===== config.mk =====
export PLATFORM = sky130hd
export DESIGN_NAME = fifo_rd_packer_flat
export DESIGN_NICKNAME = d
export VERILOG_FILES = /design/src/rtl/fifo_rd_packer_if.sv /design/src/rtl/fifo_rd_packer.sv /design/src/flat_wrapper.sv
export SDC_FILE = /design/constraint.sdc
export NUM_CORES = 1
export LEC_CHECK = 0
export BUFFER_PORTS_ARGS = -buffer_cell sky130_fd_sc_hd__buf_4
export CORE_MARGIN = 2
export CORE_UTILIZATION = 40
export CTS_CLUSTER_DIAMETER = 30
export DETAILED_ROUTE_END_ITERATION = 12
export HOLD_SLACK_MARGIN = 0.05
export SYNTH_ARGS = -nofsm -noshare
export SYNTH_HDL_FRONTEND = slang
export SYNTH_SLANG_ARGS = --single-unit

===== constraint.sdc =====
create_clock -name clk -period 3.2 [get_ports clk]
set_clock_uncertainty 0.1 [all_clocks]
set_input_delay 0.64 -clock clk [delete_from_list [all_inputs] [get_ports clk]]
set_output_delay 0.64 -clock clk [all_outputs]
set_load 0.01 [all_outputs]

===== src/rtl/fifo_rd_packer_if.sv =====
// Bundles the FIFO pop side and the packed output stream of fifo_rd_packer.
// master: the packer itself; slave: the surrounding FIFO / downstream sink.
interface fifo_rd_packer_if #(
    parameter int DATA_WIDTH = 8,
    parameter int PACK       = 4
);
    logic                         fifo_empty;
    logic [DATA_WIDTH-1:0]        fifo_dout;
    logic                         fifo_rd_en;
    logic                         flush;
    logic                         m_ready;
    logic                         m_valid;
    logic [PACK*DATA_WIDTH-1:0]   m_data;
    logic [PACK-1:0]              m_keep;
    logic                         m_last;
    logic                         flush_busy;

    modport master (
        input  fifo_empty, fifo_dout, flush, m_ready,
        output fifo_rd_en, m_valid, m_data, m_keep, m_last, flush_busy
    );

    modport slave (
        output fifo_empty, fifo_dout, flush, m_ready,
        input  fifo_rd_en, m_valid, m_data, m_keep, m_last, flush_busy
    );
endinterface


===== src/rtl/fifo_rd_packer.sv =====
// Pops a synchronous FIFO (read data one cycle after rd_en), packs PACK
// entries per output word (first entry in lane 0) and streams the words out
// on valid/ready. A flush emits any trailing partial word with a keep mask.
module fifo_rd_packer #(
    parameter int DATA_WIDTH = 8,
    parameter int PACK       = 4
) (
    input  logic          clk,
    input  logic          rst,
    fifo_rd_packer_if.master bus
);
    localparam int             LW     = $clog2(PACK) + 1;
    localparam logic [LW-1:0]  PACK_L = LW'(PACK);

    logic [LW-1:0]                      lanes_q, lanes_d;
    logic                               inflight_q, inflight_d;
    logic [PACK-1:0][DATA_WIDTH-1:0]    acc_q, acc_d;
    logic                               m_valid_q, m_valid_d;
    logic [PACK*DATA_WIDTH-1:0]         m_data_q, m_data_d;
    logic [PACK-1:0]                    m_keep_q, m_keep_d;
    logic                               m_last_q, m_last_d;
    logic                               flush_busy_q, flush_busy_d;

    logic                               rd_en;
    logic                               out_free;
    logic                               emit_full;
    logic                               emit_flush;
    logic [PACK-1:0]                    keep_v;
    logic [PACK-1:0][DATA_WIDTH-1:0]    masked;

    // Pop only when a lane is guaranteed free for the entry (counting the one
    // already in flight); a pending or arriving flush stops new pops.
    always_comb begin
        rd_en = !rst && !bus.fifo_empty && !flush_busy_q && !bus.flush &&
                ((lanes_q + LW'(inflight_q)) < PACK_L);
    end

    // Capture, word transfer, flush emission and output-register handling.
    always_comb begin
        lanes_d      = lanes_q;
        inflight_d   = rd_en;
        acc_d        = acc_q;
        m_valid_d    = m_valid_q;
        m_data_d     = m_data_q;
        m_keep_d     = m_keep_q;
        m_last_d     = m_last_q;
        flush_busy_d = flush_busy_q;

        out_free = !m_valid_q || bus.m_ready;

        // Lanes at or above the fill level are zeroed; a full word keeps all.
        for (int i = 0; i < PACK; i++) begin
            keep_v[i] = (LW'(i) < lanes_q);
            masked[i] = keep_v[i] ? acc_q[i] : '0;
        end

        // A flush waits for the in-flight entry so it lands in the word.
        emit_flush = flush_busy_q && !inflight_q && out_free;
        emit_full  = !flush_busy_q && (lanes_q == PACK_L) && out_free;

        if (m_valid_q && bus.m_ready)
            m_valid_d = 1'b0;

        // inflight and a full accumulator are mutually exclusive, so capture
        // never collides with a transfer.
        if (inflight_q) begin
            for (int i = 0; i < PACK; i++)
                if (lanes_q == LW'(i))
                    acc_d[i] = bus.fifo_dout;
            lanes_d = lanes_q + 1'b1;
        end

        if (emit_full || (emit_flush && lanes_q != '0)) begin
            m_valid_d = 1'b1;
            m_data_d  = masked;
            m_keep_d  = keep_v;
            m_last_d  = emit_flush;
        end

        if (emit_full || emit_flush)
            lanes_d = '0;

        if (emit_flush)
            flush_busy_d = 1'b0;
        else if (bus.flush)
            flush_busy_d = 1'b1;
    end

    // State registers; reset discards partial and held data.
    always_ff @(posedge clk or posedge rst) begin
        if (rst) begin
            lanes_q      <= '0;
            inflight_q   <= 1'b0;
            acc_q        <= '0;
            m_valid_q    <= 1'b0;
            m_data_q     <= '0;
            m_keep_q     <= '0;
            m_last_q     <= 1'b0;
            flush_busy_q <= 1'b0;
        end else begin
            lanes_q      <= lanes_d;
            inflight_q   <= inflight_d;
            acc_q        <= acc_d;
            m_valid_q    <= m_valid_d;
            m_data_q     <= m_data_d;
            m_keep_q     <= m_keep_d;
            m_last_q     <= m_last_d;
            flush_busy_q <= flush_busy_d;
        end
    end

    assign bus.fifo_rd_en = rd_en;
    assign bus.m_valid    = m_valid_q;
    assign bus.m_data     = m_data_q;
    assign bus.m_keep     = m_keep_q;
    assign bus.m_last     = m_last_q;
    assign bus.flush_busy = flush_busy_q;
endmodule


===== src/flat_wrapper.sv =====
// flat-port wrapper written by rule: the top's interface ports become plain ports
module fifo_rd_packer_flat 
#(
    parameter int DATA_WIDTH = 8,
    parameter int PACK       = 4
)
  (clk, rst, bus_fifo_empty, bus_fifo_dout, bus_flush, bus_m_ready, bus_fifo_rd_en, bus_m_valid, bus_m_data, bus_m_keep, bus_m_last, bus_flush_busy);
  fifo_rd_packer_if #(.DATA_WIDTH(DATA_WIDTH), .PACK(PACK)) bus_i ();
  input  logic clk;
  input  logic rst;
  input wire logic [$bits(bus_i.fifo_empty)-1:0] bus_fifo_empty;
  input wire logic [$bits(bus_i.fifo_dout)-1:0] bus_fifo_dout;
  input wire logic [$bits(bus_i.flush)-1:0] bus_flush;
  input wire logic [$bits(bus_i.m_ready)-1:0] bus_m_ready;
  output wire logic [$bits(bus_i.fifo_rd_en)-1:0] bus_fifo_rd_en;
  output wire logic [$bits(bus_i.m_valid)-1:0] bus_m_valid;
  output wire logic [$bits(bus_i.m_data)-1:0] bus_m_data;
  output wire logic [$bits(bus_i.m_keep)-1:0] bus_m_keep;
  output wire logic [$bits(bus_i.m_last)-1:0] bus_m_last;
  output wire logic [$bits(bus_i.flush_busy)-1:0] bus_flush_busy;
  assign bus_i.fifo_empty = bus_fifo_empty;
  assign bus_i.fifo_dout = bus_fifo_dout;
  assign bus_i.flush = bus_flush;
  assign bus_i.m_ready = bus_m_ready;
  assign bus_fifo_rd_en = bus_i.fifo_rd_en;
  assign bus_m_valid = bus_i.m_valid;
  assign bus_m_data = bus_i.m_data;
  assign bus_m_keep = bus_i.m_keep;
  assign bus_m_last = bus_i.m_last;
  assign bus_flush_busy = bus_i.flush_busy;
  fifo_rd_packer #(.DATA_WIDTH(DATA_WIDTH), .PACK(PACK)) u_core (.clk(clk), .rst(rst), .bus(bus_i));
endmodule

==> impl_metrics.yaml <==
status:
  outcome: "finished, final reports clean"
layout:
  layout-drive-gt1-share_pct: 36.9
  final_common_cell: "dfrtp_1"
  fin_area_mm2: 0.00382
  fill_cells: 729
  area_growth_pct: 19.4
  antenna_cells: 0
  nets: 318
  regArea_mm2: 0.00188
  final_cell_mix: "dfrtp_1, buf_4, mux2_2"
  fin_cells: 408
  multi_input_area_mm2: 0.00112
detailed_routing:
  avgRoutedWirePerCell_um: 14.7
  first_iter_violations: 75
  wl_mm: 5.98
  firstDrtPassIters: 5
  vias: 1918
  drc: 0
  drtAntennaViolNets: 0
  avgViaCountPerCell: 4.70
clocking:
  hold_buffers: 0
  insertion_delay_ns: 0.34
  cts_tree: "yes"
  clock_sinks: 75
  cts_buffers: 9
  postCtsSetupBuffers: 0
  htreeDepth: 3
  cts_max_path_buffers: 2
  cts_root_buf: "clkbuf_8"
  clk_pin_slew_ns: 0.07
  cts_resized: 0
logic_synthesis:
  yosys_warnings: 0
  seq_area_frac_synth_pct: 58.7
  yosys_register_bits: 75
  synth.net_count: 260
  syn-cell-area_mm2: 0.00320
  avgSynthCellArea_um2: 13.1
  netlist_instances: 244
  synthDistinctLibCells: 35
sta:
  tns_ns: 0
  tightest_slew_ns: 0.596
  hold_ws_ns: 0.239
  finalHoldViolations: 0
  min_period_ns: 2.44
  grt_setup_unrepaired: "false"
  report.final.slew_viol_count: 0
  period_share_pct: 76.2
  setup_viol: 0
  clock.fmax_mhz: 410
  slew_headroom_pct: 60.2
critical_path:
  cp_data_arrival_time_ns: 1.70
  reg2reg_depth: 6
  cp_cell_sequence: "nand3_1 > xnor2_1 > nor4b_1 > buf_4"
  crit_cells: 4
  cp_slowest_stage_delay_ns: 0.52
  crit_required_ns: 2.46
  cp_max_fo: 9
  reg2reg_to: "u_core.bus.m_data[4]$_DFFE_PP0P_"
  rrSetupSlack_ns: 0.76
  r2r_start: "u_core.lanes_q[0]$_DFFE_PP0P_"
  crit_family: "flip-flops"
  crit_buf_inv: 1
  endpoint_kind: "output port"
  critPathKind: "reg -> out"
  critPathSlowestCell: "dfrtp_1"
  startpoint_type: "flop"
hold_path:
  min_path_type: "in -> async"
place:
  placed_area_mm2: 0.00366
  port_buffers: 52
  dp_hpwl_mm: 4.24
  place_congestion: 0.730
  dp_cells: 393
global_route:
  grt_pass1_vias: 2045
  overflow: 0
  grt_first_pass_wirelength_mm: 10.0
  antenna_found_initial: 0
  grt_usage_pct: 15.3
  grt_start_max_net_pins: 32
floorplanning:
  chipWidth_um: 93.4
  placementRows: 32
  io-pin-count: 53
  initial_core_util_pct: 41.4
  dieArea_mm2: 0.00873
  placeableCoreArea_mm2: 0.00773
  die_h_um: 93.4
run:
  maxCapViolCount: 0
power:
  power_mw: 2.78
  vdd_drop_max_mv: 0.279
  p_leak_nw: 1.77
  p_per_area_mw_per_mm2: 728
==> power breakdown <==
part	total, mW	switching (mW)	internal, mW
Clock	0.627	0.329	0.298
Combinational	0.827	0.399	0.428
Sequential	1.33	0.146	1.18
Total	2.78	0.874	1.91
==> sequential cells by signal, summed over array words and instances, names as in the netlist <==
name	flops
u_core.acc_q	32
u_core.bus.m_data	32
u_core.bus.m_keep	4
u_core.lanes_q	3
u_core.bus.flush_busy	1
u_core.bus.m_last	1
u_core.bus.m_valid	1
u_core.inflight_q	1
==> synthesized netlist by cell type (all sizes together) <==
| library cell | n | area, um^2 |
|---|---|---|
| or2 | 1 | 6.26 |
| nor4b | 1 | 8.76 |
| clkbuf | 1 | 5.00 |
| a21oi | 3 | 15.0 |
| nor2b | 2 | 15.0 |
| mux2i | 25 | 250 |
| inv | 28 | 105 |
| or3 | 1 | 6.26 |
| nand3b | 1 | 7.51 |
| xnor2 | 2 | 17.5 |
| nor3 | 1 | 5.00 |
| a211o | 1 | 8.76 |
| o21a | 1 | 7.51 |
| nor2 | 5 | 35.0 |
| nand3 | 1 | 5.00 |
| buf | 9 | 98.8 |
| a211oi | 2 | 32.5 |
| ha | 3 | 37.5 |
| and2b | 1 | 7.51 |
| a22o | 8 | 70.1 |
| nand2 | 31 | 124 |
| nand2b | 3 | 33.8 |
| a21o | 2 | 15.0 |
| o22a | 1 | 10.0 |
| dfrtp | 75 | 1880 |
| mux2 | 35 | 394 |
==> routing by layer <==
metal  global-route usage [%]  part of all wire (%)  vias to the layer above
met5                        0                     0                        -
met4                     7.72                   1.3                        0
met3                     2.90                   4.0                        7
met2                     23.0                    46                       40
met1                     21.0                    48                      951
li1                         -                     -                      920
==> kinds of logic (layout without fill, tap and decap cells) <==
group / count (synthesis) / in the layout / share of synthesized area, %
buffers and inverters: 38 / 100 / 6.53
adders and majority gates: 3 / 3 / 1.17
muxes: 60 / 60 / 20.1
AOI/OAI and AO/OA: 18 / 18 / 4.97
and+or+nand+nor: 48 / 48 / 7.94
DFF: 75 / 75 / 58.7
xor gates and xnor gates: 2 / 2 / 0.548
==> cell type report <==
class / instances / area share, %
flip-flops and latches: 75 / 49.1
repair buffers: 57 / 11.2
clock inverters: 2 / 0.328
clock buffers: 13 / 3.90
well taps: 102 / 3.34
inverters: 28 / 2.75
multi-input cells: 131 / 29.3
==> metrics by stage <==
stage                     setup slack (ns)  util, %
after global placement               0.844     47.3
after floorplan                      0.550        -
after detailed placement             0.763     47.3
after CTS                            0.735     49.4
final                                0.763     49.4
after global routing                 0.588     49.4
==> worst max path at each step <==
stage               slack [ns]                           from                                 to
floorplan                 0.55                            rst        u_core.acc_q[0]$_DFFE_PP0P_
global placement          0.84  u_core.lanes_q[0]$_DFFE_PP0P_  u_core.bus.m_data[17]$_DFFE_PP0P_
global route              0.59  u_core.lanes_q[0]$_DFFE_PP0P_   u_core.bus.m_data[2]$_DFFE_PP0P_
CTS                       0.73  u_core.lanes_q[0]$_DFFE_PP0P_   u_core.bus.m_data[4]$_DFFE_PP0P_
finish                    0.76    u_core.inflight_q$_DFF_PP0_                     bus_fifo_rd_en
detailed placement        0.76  u_core.lanes_q[0]$_DFFE_PP0P_   u_core.bus.m_data[4]$_DFFE_PP0P_
Power figures use the tool's default switching activity.
